<file path="config.mk">
export PLATFORM = sky130hd
export DESIGN_NAME = div_param_flat
export DESIGN_NICKNAME = d
export VERILOG_FILES = /design/src/rtl/div_param_if.sv /design/src/rtl/div_param.sv /design/src/flat_wrapper.sv
export SDC_FILE = /design/constraint.sdc
export NUM_CORES = 1
export LEC_CHECK = 0
export CAP_MARGIN = 20
export CORE_UTILIZATION = 62
export DETAILED_ROUTE_END_ITERATION = 10
export PLACE_DENSITY = 0.9
export SYNTH_ARGS = -nofsm -noshare
export SYNTH_HDL_FRONTEND = slang
export SYNTH_SLANG_ARGS = --single-unit
export TNS_END_PERCENT = 50
</file>
<file path="constraint.sdc">
create_clock -name clk -period 4.5 [get_ports clk]
set_input_delay 0.675 -clock clk [delete_from_list [all_inputs] [get_ports clk]]
set_output_delay 0.675 -clock clk [all_outputs]
set_load 0.02 [all_outputs]
</file>
<file path="src/rtl/div_param_if.sv">
// Request/result bundle for div_param: operands and control from the
// requester (master), status and {remainder, quotient} back from the divider (slave).
interface div_param_if #(
  parameter int WIDTH = 32
);
  logic                 start_i;
  logic                 annul_i;
  logic                 signed_div_i;
  logic [WIDTH-1:0]     opdata1_i;
  logic [WIDTH-1:0]     opdata2_i;
  logic                 busy_o;
  logic                 ready_o;
  logic [2*WIDTH-1:0]   result_o;
  logic                 div_zero_o;
  logic                 overflow_o;

  modport master (
    output start_i, annul_i, signed_div_i, opdata1_i, opdata2_i,
    input  busy_o, ready_o, result_o, div_zero_o, overflow_o
  );

  modport slave (
    input  start_i, annul_i, signed_div_i, opdata1_i, opdata2_i,
    output busy_o, ready_o, result_o, div_zero_o, overflow_o
  );
endinterface

</file>
<file path="src/rtl/div_param.sv">
// Iterative restoring divider, BPC quotient bits per clock, signed/unsigned,
// truncating semantics. Zero divisor and signed MIN/-1 bypass the iteration.
//
// state | meaning
// ------+--------------------------------------------------------------
// IDLE  | waiting for start_i; operands captured on accept
// CALC  | BPC subtract-shift steps per edge, WIDTH/BPC edges
// FIX   | apply result signs, register result_o
// DONE  | ready_o pulse, back to IDLE on the next edge
module div_param #(
  parameter int WIDTH = 32,
  parameter int BPC   = 1
) (
  input  logic      clk,
  input  logic      resetn,
  div_param_if.slave bus
);

  localparam int ITER = WIDTH / BPC;
  localparam int CW   = (ITER > 1) ? $clog2(ITER) : 1;

  localparam logic [1:0] S_IDLE = 2'd0;
  localparam logic [1:0] S_CALC = 2'd1;
  localparam logic [1:0] S_FIX  = 2'd2;
  localparam logic [1:0] S_DONE = 2'd3;

  localparam logic [CW-1:0]    CNT_LAST = CW'(ITER - 1);
  localparam logic [WIDTH-1:0] MIN_VAL  = {1'b1, {(WIDTH-1){1'b0}}};

  logic [1:0]         r_state;
  logic [CW-1:0]      r_cnt;
  logic [WIDTH-1:0]   r_rem;
  logic [WIDTH-1:0]   r_quo;
  logic [WIDTH-1:0]   r_dvs;
  logic               r_signed;
  logic               r_neg_dvd;
  logic               r_neg_dvs;
  logic [2*WIDTH-1:0] r_result;
  logic               r_div_zero;
  logic               r_overflow;

  logic               w_accept;
  logic               w_op1_neg;
  logic               w_op2_neg;
  logic [WIDTH-1:0]   w_mag1;
  logic [WIDTH-1:0]   w_mag2;
  logic               w_zero;
  logic               w_ovf;
  logic [WIDTH:0]     w_shift;
  logic [WIDTH-1:0]   w_step_rem;
  logic [WIDTH-1:0]   w_step_quo;
  logic [WIDTH-1:0]   w_fix_rem;
  logic [WIDTH-1:0]   w_fix_quo;

  assign w_accept  = (r_state == S_IDLE) && bus.start_i && !bus.annul_i;
  assign w_op1_neg = bus.signed_div_i & bus.opdata1_i[WIDTH-1];
  assign w_op2_neg = bus.signed_div_i & bus.opdata2_i[WIDTH-1];
  assign w_mag1    = w_op1_neg ? (~bus.opdata1_i + 1'b1) : bus.opdata1_i;
  assign w_mag2    = w_op2_neg ? (~bus.opdata2_i + 1'b1) : bus.opdata2_i;
  assign w_zero    = (bus.opdata2_i == '0);
  assign w_ovf     = bus.signed_div_i && (bus.opdata1_i == MIN_VAL) &&
                     (bus.opdata2_i == {WIDTH{1'b1}});

  // The dividend magnitude lives in r_quo and shifts out MSB-first into the
  // partial remainder while quotient bits shift in at the bottom.
  always_comb begin
    w_shift    = '0;
    w_step_rem = r_rem;
    w_step_quo = r_quo;
    for (int i = 0; i < BPC; i++) begin
      w_shift    = {w_step_rem, w_step_quo[WIDTH-1]};
      w_step_quo = {w_step_quo[WIDTH-2:0], 1'b0};
      if (w_shift >= {1'b0, r_dvs}) begin
        w_shift       = w_shift - {1'b0, r_dvs};
        w_step_quo[0] = 1'b1;
      end
      w_step_rem = w_shift[WIDTH-1:0];
    end
  end

  assign w_fix_quo = (r_signed && (r_neg_dvd ^ r_neg_dvs)) ? (~r_quo + 1'b1) : r_quo;
  assign w_fix_rem = (r_signed && r_neg_dvd) ? (~r_rem + 1'b1) : r_rem;

  // Sequencer and datapath registers; result and flags only move on accept or FIX.
  always_ff @(posedge clk or negedge resetn) begin
    if (!resetn) begin
      r_state    <= S_IDLE;
      r_cnt      <= '0;
      r_rem      <= '0;
      r_quo      <= '0;
      r_dvs      <= '0;
      r_signed   <= 1'b0;
      r_neg_dvd  <= 1'b0;
      r_neg_dvs  <= 1'b0;
      r_result   <= '0;
      r_div_zero <= 1'b0;
      r_overflow <= 1'b0;
    end else begin
      case (r_state)
        S_IDLE: begin
          if (w_accept) begin
            r_signed   <= bus.signed_div_i;
            r_neg_dvd  <= w_op1_neg;
            r_neg_dvs  <= w_op2_neg;
            r_cnt      <= '0;
            r_div_zero <= 1'b0;
            r_overflow <= 1'b0;
            if (w_zero) begin
              r_result   <= {bus.opdata1_i, {WIDTH{1'b1}}};
              r_div_zero <= 1'b1;
              r_state    <= S_DONE;
            end else if (w_ovf) begin
              r_result   <= {{WIDTH{1'b0}}, MIN_VAL};
              r_overflow <= 1'b1;
              r_state    <= S_DONE;
            end else begin
              r_rem   <= '0;
              r_quo   <= w_mag1;
              r_dvs   <= w_mag2;
              r_state <= S_CALC;
            end
          end
        end
        S_CALC: begin
          if (bus.annul_i) begin
            r_state <= S_IDLE;
            r_cnt   <= '0;
          end else begin
            r_rem <= w_step_rem;
            r_quo <= w_step_quo;
            if (r_cnt == CNT_LAST) begin
              r_cnt   <= '0;
              r_state <= S_FIX;
            end else begin
              r_cnt <= r_cnt + 1'b1;
            end
          end
        end
        S_FIX: begin
          if (bus.annul_i) begin
            r_state <= S_IDLE;
          end else begin
            r_result <= {w_fix_rem, w_fix_quo};
            r_state  <= S_DONE;
          end
        end
        S_DONE: begin
          r_state <= S_IDLE;
        end
        default: begin
          r_state <= S_IDLE;
        end
      endcase
    end
  end

  assign bus.busy_o     = (r_state != S_IDLE);
  assign bus.ready_o    = (r_state == S_DONE);
  assign bus.result_o   = r_result;
  assign bus.div_zero_o = r_div_zero;
  assign bus.overflow_o = r_overflow;

endmodule

</file>
<file path="src/flat_wrapper.sv">
// flat-port wrapper written by rule: the top's interface ports become plain ports
module div_param_flat 
#(
  parameter int WIDTH = 32,
  parameter int BPC   = 1
)
  (clk, resetn, bus_start_i, bus_annul_i, bus_signed_div_i, bus_opdata1_i, bus_opdata2_i, bus_busy_o, bus_ready_o, bus_result_o, bus_div_zero_o, bus_overflow_o);
  div_param_if #(.WIDTH(WIDTH)) bus_i ();
  input  logic clk;
  input  logic resetn;
  input wire logic [$bits(bus_i.start_i)-1:0] bus_start_i;
  input wire logic [$bits(bus_i.annul_i)-1:0] bus_annul_i;
  input wire logic [$bits(bus_i.signed_div_i)-1:0] bus_signed_div_i;
  input wire logic [$bits(bus_i.opdata1_i)-1:0] bus_opdata1_i;
  input wire logic [$bits(bus_i.opdata2_i)-1:0] bus_opdata2_i;
  output wire logic [$bits(bus_i.busy_o)-1:0] bus_busy_o;
  output wire logic [$bits(bus_i.ready_o)-1:0] bus_ready_o;
  output wire logic [$bits(bus_i.result_o)-1:0] bus_result_o;
  output wire logic [$bits(bus_i.div_zero_o)-1:0] bus_div_zero_o;
  output wire logic [$bits(bus_i.overflow_o)-1:0] bus_overflow_o;
  assign bus_i.start_i = bus_start_i;
  assign bus_i.annul_i = bus_annul_i;
  assign bus_i.signed_div_i = bus_signed_div_i;
  assign bus_i.opdata1_i = bus_opdata1_i;
  assign bus_i.opdata2_i = bus_opdata2_i;
  assign bus_busy_o = bus_i.busy_o;
  assign bus_ready_o = bus_i.ready_o;
  assign bus_result_o = bus_i.result_o;
  assign bus_div_zero_o = bus_i.div_zero_o;
  assign bus_overflow_o = bus_i.overflow_o;
  div_param #(.WIDTH(WIDTH), .BPC(BPC)) u_core (.clk(clk), .resetn(resetn), .bus(bus_i));
endmodule
</file>
==> flow_summary.toml, run 1 <==
[status]
status = "finished, final reports clean"

[floorplan]
start_util_pct = 64.3
core_um2 = 19000
rows = 50
die_y_um = 142
io_pins = 137
die_area_um2 = 20200
die_w_um = 142

[cts]
clk_pin_slew_ps = 70
cts_buffers = 17
h-tree-depth = 4
cts.path.max_buffers = 2
clock_latency_ps = 450
cts_tree = "done"
root_buffer = "clkbuf_16"
post_cts_buffers = 0
ctsHoldBuffers = 0
postCtsResizedCells = 0
cts.sinks = 172

[drt]
drtIter0Drc = 1157
vias = 12200
vias_per_cell = 6.47
drt-pass1-iter-count = 8
drc = 0
antenna_left = 0
routed_wl_um = 37200
post_drt_wl_per_cell_um = 19.8

[timing]
fin_tns_setup_ps = 0
max_slew.worst_pin.slew_ps = 1110
clock_skew_ps = 17.5
max_freq_mhz = 264
setup_viol = 0
rsz0062_at_grt = "no"
min_period_ps = 3790
final-hold-violation-count = 0
slew_headroom_pct = 25.8
finalCritPeriodShare_pct = 84.2
final_max_slew_viol_count = 0

[final_layout]
drive_gt1_share_pct = 6.23
stdcell_count = 1880
diodes = 0
layout_common_cells = "178 x a21oi_1, 172 x dfrtp_1, 164 x nor2_1"
final_common_cell = "a21oi_1"
final_nets = 1716
area_growth_syn_to_layout_pct = 18.7

[placed_design]
numPlacedInstances = 1847
place.gp.congestion = 0.946
dpl.hpwl_um = 27800
io_buffers = 136

[grt]
antenna_found_initial = 0
grt_max_degree = 112
grt_usage_pct = 37.7
grt_overflow = 0
grt_pass1_wl_um = 59500
grt_pass1_vias = 11800

[power]
clockPowerShare_pct = 20.5
p_leak_uw = 0.00621
switchingPower_uw = 3390
sequentialPowerShare_pct = 30.0
p_total_uw = 7440
p_int_uw = 4050
swShare_pct = 45.5
ir_drop_mv = 0.320
pwr-share-comb_pct = 49.5
p_per_area_nw_per_um2 = 514

[yosys]
synth_seq_cells = 172
synth_flop_cell = "dfrtp_1"
yosysSeqAreaShare_pct = 35.3
ys_types = 71
synthCells = 1508
synthArstFlopShare_pct = 100
synth_nets = 1617
synth_warnings = 0
avgSynthCellArea_um2 = 8.08
synth-edff-count = 0
syn_area_um2 = 12200

[setup_path]
critPathMaxFanout = 59
required_ps = 4860
path_class = "in2reg"
worst_r2r_path_depth = 10
crit_path_end_kind = "flop"
worst_ep_arrival_time_ps = 4150
start_kind = "input pin"

[min_path]
hold_class = "in2async"

[flow_run]
drv_cap = 0
[state kept, by name, indices dropped and copies added (netlist names)]
signal	cells
u_core.bus.result_o	64
u_core.bus.div_zero_o	1
u_core.r_quo	32
u_core.r_signed	1
u_core.bus.overflow_o	1
u_core.r_cnt	5
u_core.r_neg_dvs	1
u_core.r_state	2
u_core.r_rem	32
u_core.r_neg_dvd	1
u_core.r_dvs	32
[metal layers]
| metal | GRT usage (%) | vias up | share of wire, % |
|---|---|---|---|
| met4 | 23.6 | 0 | 5.8 |
| met5 | 0 | - | 0 |
| met1 | 45.3 | 5680 | 38 |
| met3 | 5.62 | 178 | 7.5 |
| li1 | - | 5625 | - |
| met2 | 63.8 | 688 | 49 |
[cells by family after synthesis]
| family | after synthesis | synth area share (%) |
|---|---|---|
| simple gates | 495 | 18.9 |
| compound gates | 476 | 23.9 |
| flops | 172 | 35.3 |
| buf+inv | 157 | 5.09 |
| xor+xnor | 135 | 9.70 |
| fa+ha+maj | 40 | 4.17 |
| mux | 33 | 2.94 |
[cells in the mapped netlist (5+ instances only)]
master / instances / share of area, %
a21oi_1: 179 / 7.4
dfrtp_1: 172 / 35
nor2_1: 167 / 5.1
nand2_1: 144 / 4.4
o21ai_0: 105 / 4.3
clkbuf_1: 79 / 2.4
xnor2_1: 70 / 5.0
inv_1: 65 / 2.0
xor2_1: 65 / 4.7
nor3_1: 46 / 1.9
a31oi_1: 41 / 2.1
ha_1: 39 / 4.0
o31ai_1: 25 / 1.5
or3_1: 22 / 1.1
nor4_1: 20 / 1.0
a22oi_1: 19 / 1.2
nand4_1: 18 / 0.92
a21o_1: 16 / 0.99
mux2_2: 16 / 1.5
nand3_1: 16 / 0.66
o211ai_1: 15 / 0.92
mux2i_1: 11 / 0.90
nand2b_1: 10 / 0.51
and2_1: 9 / 0.46
a221o_1: 8 / 0.66
and3_1: 8 / 0.41
or4_1: 8 / 0.49
buf_2: 7 / 0.29
o41ai_1: 7 / 0.50
buf_4: 6 / 0.37
mux2_1: 6 / 0.55
nor2b_1: 6 / 0.31
a211oi_1: 5 / 0.31
nor4b_1: 5 / 0.36
o21a_1: 5 / 0.31
[path summary, 6_finish.rpt]
check	startpoint	endpoint	slack (ps)
max	bus_opdata1_i[2]	u_core.bus.result_o[44]	710
min	resetn	u_core.bus.result_o[24]	350
max reg2reg	u_core.r_rem[5]	u_core.r_rem[8]	810
min reg2reg	u_core.bus.result_o[8]	u_core.bus.result_o[8]	490
max in group asynchronous	resetn	u_core.r_dvs[23]	3100
min in group clk	u_core.bus.result_o[8]	u_core.bus.result_o[8]	490
[power groups by stage]
stage | Clock [uW] | Sequential, uW | Combinational, uW
global placement | 0 | 2220 | 3490
finish | 1520 | 2230 | 3680
floorplan | 0 | 2150 | 2540
global route | 1590 | 2260 | 4010
CTS | 1530 | 2210 | 3610
detailed placement | 0 | 2240 | 3570
[metrics by stage]
step	utilization, %	instance area (um^2)	hold WS [ps]	worst slack (ps)
6_report	76.3	14500	349	711
3_3_place_gp	73.0	13800	460	582
2_1_floorplan	-	12200	379	1180
4_1_cts	76.2	14500	409	797
5_1_grt	76.3	14500	458	608
3_5_place_dp	73.0	13800	474	395
[final cells by class]
type                    count  area (um^2)
well taps                 260          325
clock inverters            14          169
multi-input cells        1179         7320
fillers                  1386         4490
repair buffers            172         1670
inverters                  65          244
clock buffers              18          439
flip-flops and latches    172         4300
[worst max-delay path, cell delays in order]
cell and delay [ps]:
clkdlybuf4s50_1 520, or4_1 620, nor4b_1 560, nand4_1 300
o22ai_2 210, nand2_1 140, a211oi_4 310, buf_12 300
buf_4 260, nor2_1 70, a21oi_1 150
Power figures use the tool's default switching activity.
==> run 2: changes to the inputs <==
--- a/config.mk
+++ b/config.mk
@@ -6,9 +6,9 @@
 export NUM_CORES = 1
 export LEC_CHECK = 0
 export CAP_MARGIN = 20
-export CORE_UTILIZATION = 62
+export CORE_UTILIZATION = 52
 export DETAILED_ROUTE_END_ITERATION = 10
-export PLACE_DENSITY = 0.9
+export PLACE_DENSITY = 0.81
 export SYNTH_ARGS = -nofsm -noshare
 export SYNTH_HDL_FRONTEND = slang
 export SYNTH_SLANG_ARGS = --single-unit
==> constraint.sdc (replaced) <==
create_clock -name clk -period 3.4 [get_ports clk]
set_input_delay 0.51 -clock clk [delete_from_list [all_inputs] [get_ports clk]]
set_output_delay 0.51 -clock clk [all_outputs]
set_load 0.02 [all_outputs]
==> flow_summary.toml, run 2 (synthesis gave the netlist of run 1 again) <==
[floorplan]
start_util_pct = 53.5
rows = 55
io_pins = 137
die_area_um2 = 24000
die_w_um = 155
core_um2 = 22800
die_y_um = 155

[min_path]
hold_class = "in2async"

[power]
p_int_uw = 5620
ir_drop_mv = 0.424
switchingPower_uw = 4450
p_leak_uw = 0.00671
clockPowerShare_pct = 19.9
swShare_pct = 44.2
p_per_area_nw_per_um2 = 657
pwr-share-comb_pct = 51.4
sequentialPowerShare_pct = 28.7

[grt]
antenna_found_initial = 0
grt_overflow = 0
grt_usage_pct = 30.7
grt_pass1_wl_um = 58600
grt_max_degree = 80
grt_pass1_vias = 11500

[cts]
h-tree-depth = 4
cts_tree = "done"
clk_pin_slew_ps = 80
cts_buffers = 17
post_cts_buffers = 0
root_buffer = "clkbuf_16"
cts.path.max_buffers = 2
cts.sinks = 172
clock_latency_ps = 450

[drt]
vias = 12300
antenna_left = 0
post_drt_wl_per_cell_um = 18.0
drc = 0
vias_per_cell = 6.06
drt-pass1-iter-count = 8
drtIter0Drc = 1097
routed_wl_um = 36500

[setup_path]
worst_r2r_path_depth = 13
worst_ep_arrival_time_ps = 3610
reg2reg_slack_ps = 120
critPathMaxFanout = 3
r2r-start = "u_core.r_quo[31]"
required_ps = 3740
start_kind = "flop"
regToRegEndpoint = "u_core.r_rem[26]"
crit_path_end_kind = "flop"
path_class = "reg2reg"

[final_layout]
final_util_pct = 67.3
diodes = 0
drive_gt1_share_pct = 11.6
final_common_cell = "a21oi_1"
final_nets = 1813
nFillCells = 1839
area_growth_syn_to_layout_pct = 25.8
layout_common_cells = "177 x a21oi_1, 172 x dfrtp_1, 164 x nor2_1"
largest_reg_flops = 64
design_area_um2 = 15300

[timing]
setup_viol = 0
clock_skew_ps = 10.4
final_max_slew_viol_count = 0
setup_ws_ps = 123
min_period_ps = 3280
slew_headroom_pct = 31.3
final-hold-violation-count = 0
finalCritPeriodShare_pct = 96.4
fin_tns_setup_ps = 0
max_freq_mhz = 305
rsz0062_at_grt = "no"
fin_hold_ws_ps = 83.9
max_slew.worst_pin.slew_ps = 1030

[flow_run]
drv_cap = 0

[placed_design]
dpl.hpwl_um = 27900
dpl_cell_area_um2 = 14700
place.gp.congestion = 1.01
io_buffers = 136
post-place-ws_ps = -284

[status]
status = "finished, final reports clean"
==> run 2: critical path: stages, from the launching register on <==
cell and delay (ps):
dfrtp_1 480, inv_1 120, ha_1 190, inv_1 60, fa_1 410, a21oi_2 220
o211a_1 200, nand4bb_1 210, a41oi_1 220, buf_4 200, o21a_1 160, o31ai_1 280
o21ai_0 140, a32o_1 280
==> run 2: layout make-up <==
| cell class | count | area (um^2) | share of cell area (%) |
|---|---|---|---|
| clock buffers | 17 | 425 | 2.78 |
| inverters | 65 | 244 | 1.59 |
| repair buffers | 269 | 2470 | 16.1 |
| flip-flops and latches | 172 | 4300 | 28.1 |
| clock inverters | 15 | 174 | 1.13 |
| well taps | 313 | 392 | 2.56 |
| multi-input cells | 1179 | 7310 | 47.7 |
==> run 2: worst max-delay path by stage <==
stage | from | slack, ps | to
after floorplan | bus_opdata2_i[26] | 250 | u_core.bus.result_o[12]
final | u_core.r_quo[31] | 120 | u_core.r_rem[26]
after detailed placement | bus_opdata2_i[26] | -280 | u_core.bus.result_o[47]
after global placement | bus_opdata2_i[26] | -170 | u_core.bus.result_o[1]
after global routing | bus_opdata2_i[26] | 30 | u_core.bus.result_o[59]
after CTS | u_core.r_quo[31] | 130 | u_core.r_rem[26]
==> run 2: routing by layer <==
layer / GRT usage [%] / up-vias / wire [um]
met4: 15.0 / 0 / 1540
li1: - / 5817 / -
met5: 0 / - / 0
met2: 51.9 / 542 / 17500
met3: 4.18 / 95 / 2550
met1: 38.8 / 5838 / 14900
==> run 2: metrics by stage <==
stage,std cells,power [uW]
3_3_place_gp,1998,7800
2_1_floorplan,1508,6200
3_5_place_dp,1998,7940
4_1_cts,2030,9960
6_report,2030,10100
5_1_grt,2030,10700
==> run 2: power groups by stage <==
stage | logic (uW) | registers, uW | clock network [uW]
floorplan | 3360 | 2850 | 0
global placement | 4920 | 2880 | 0
detailed placement | 5040 | 2900 | 0
CTS | 5090 | 2860 | 2010
global route | 5680 | 2930 | 2090
finish | 5180 | 2890 | 2010
==> run 2: what timing repair did <==
| action | in CTS | in global routing |
|---|---|---|
| hold buffers | 0 | 0 |
| endpoints found under the setup margin | 0 | 1 |
| gates resized for setup | 0 | 1 |
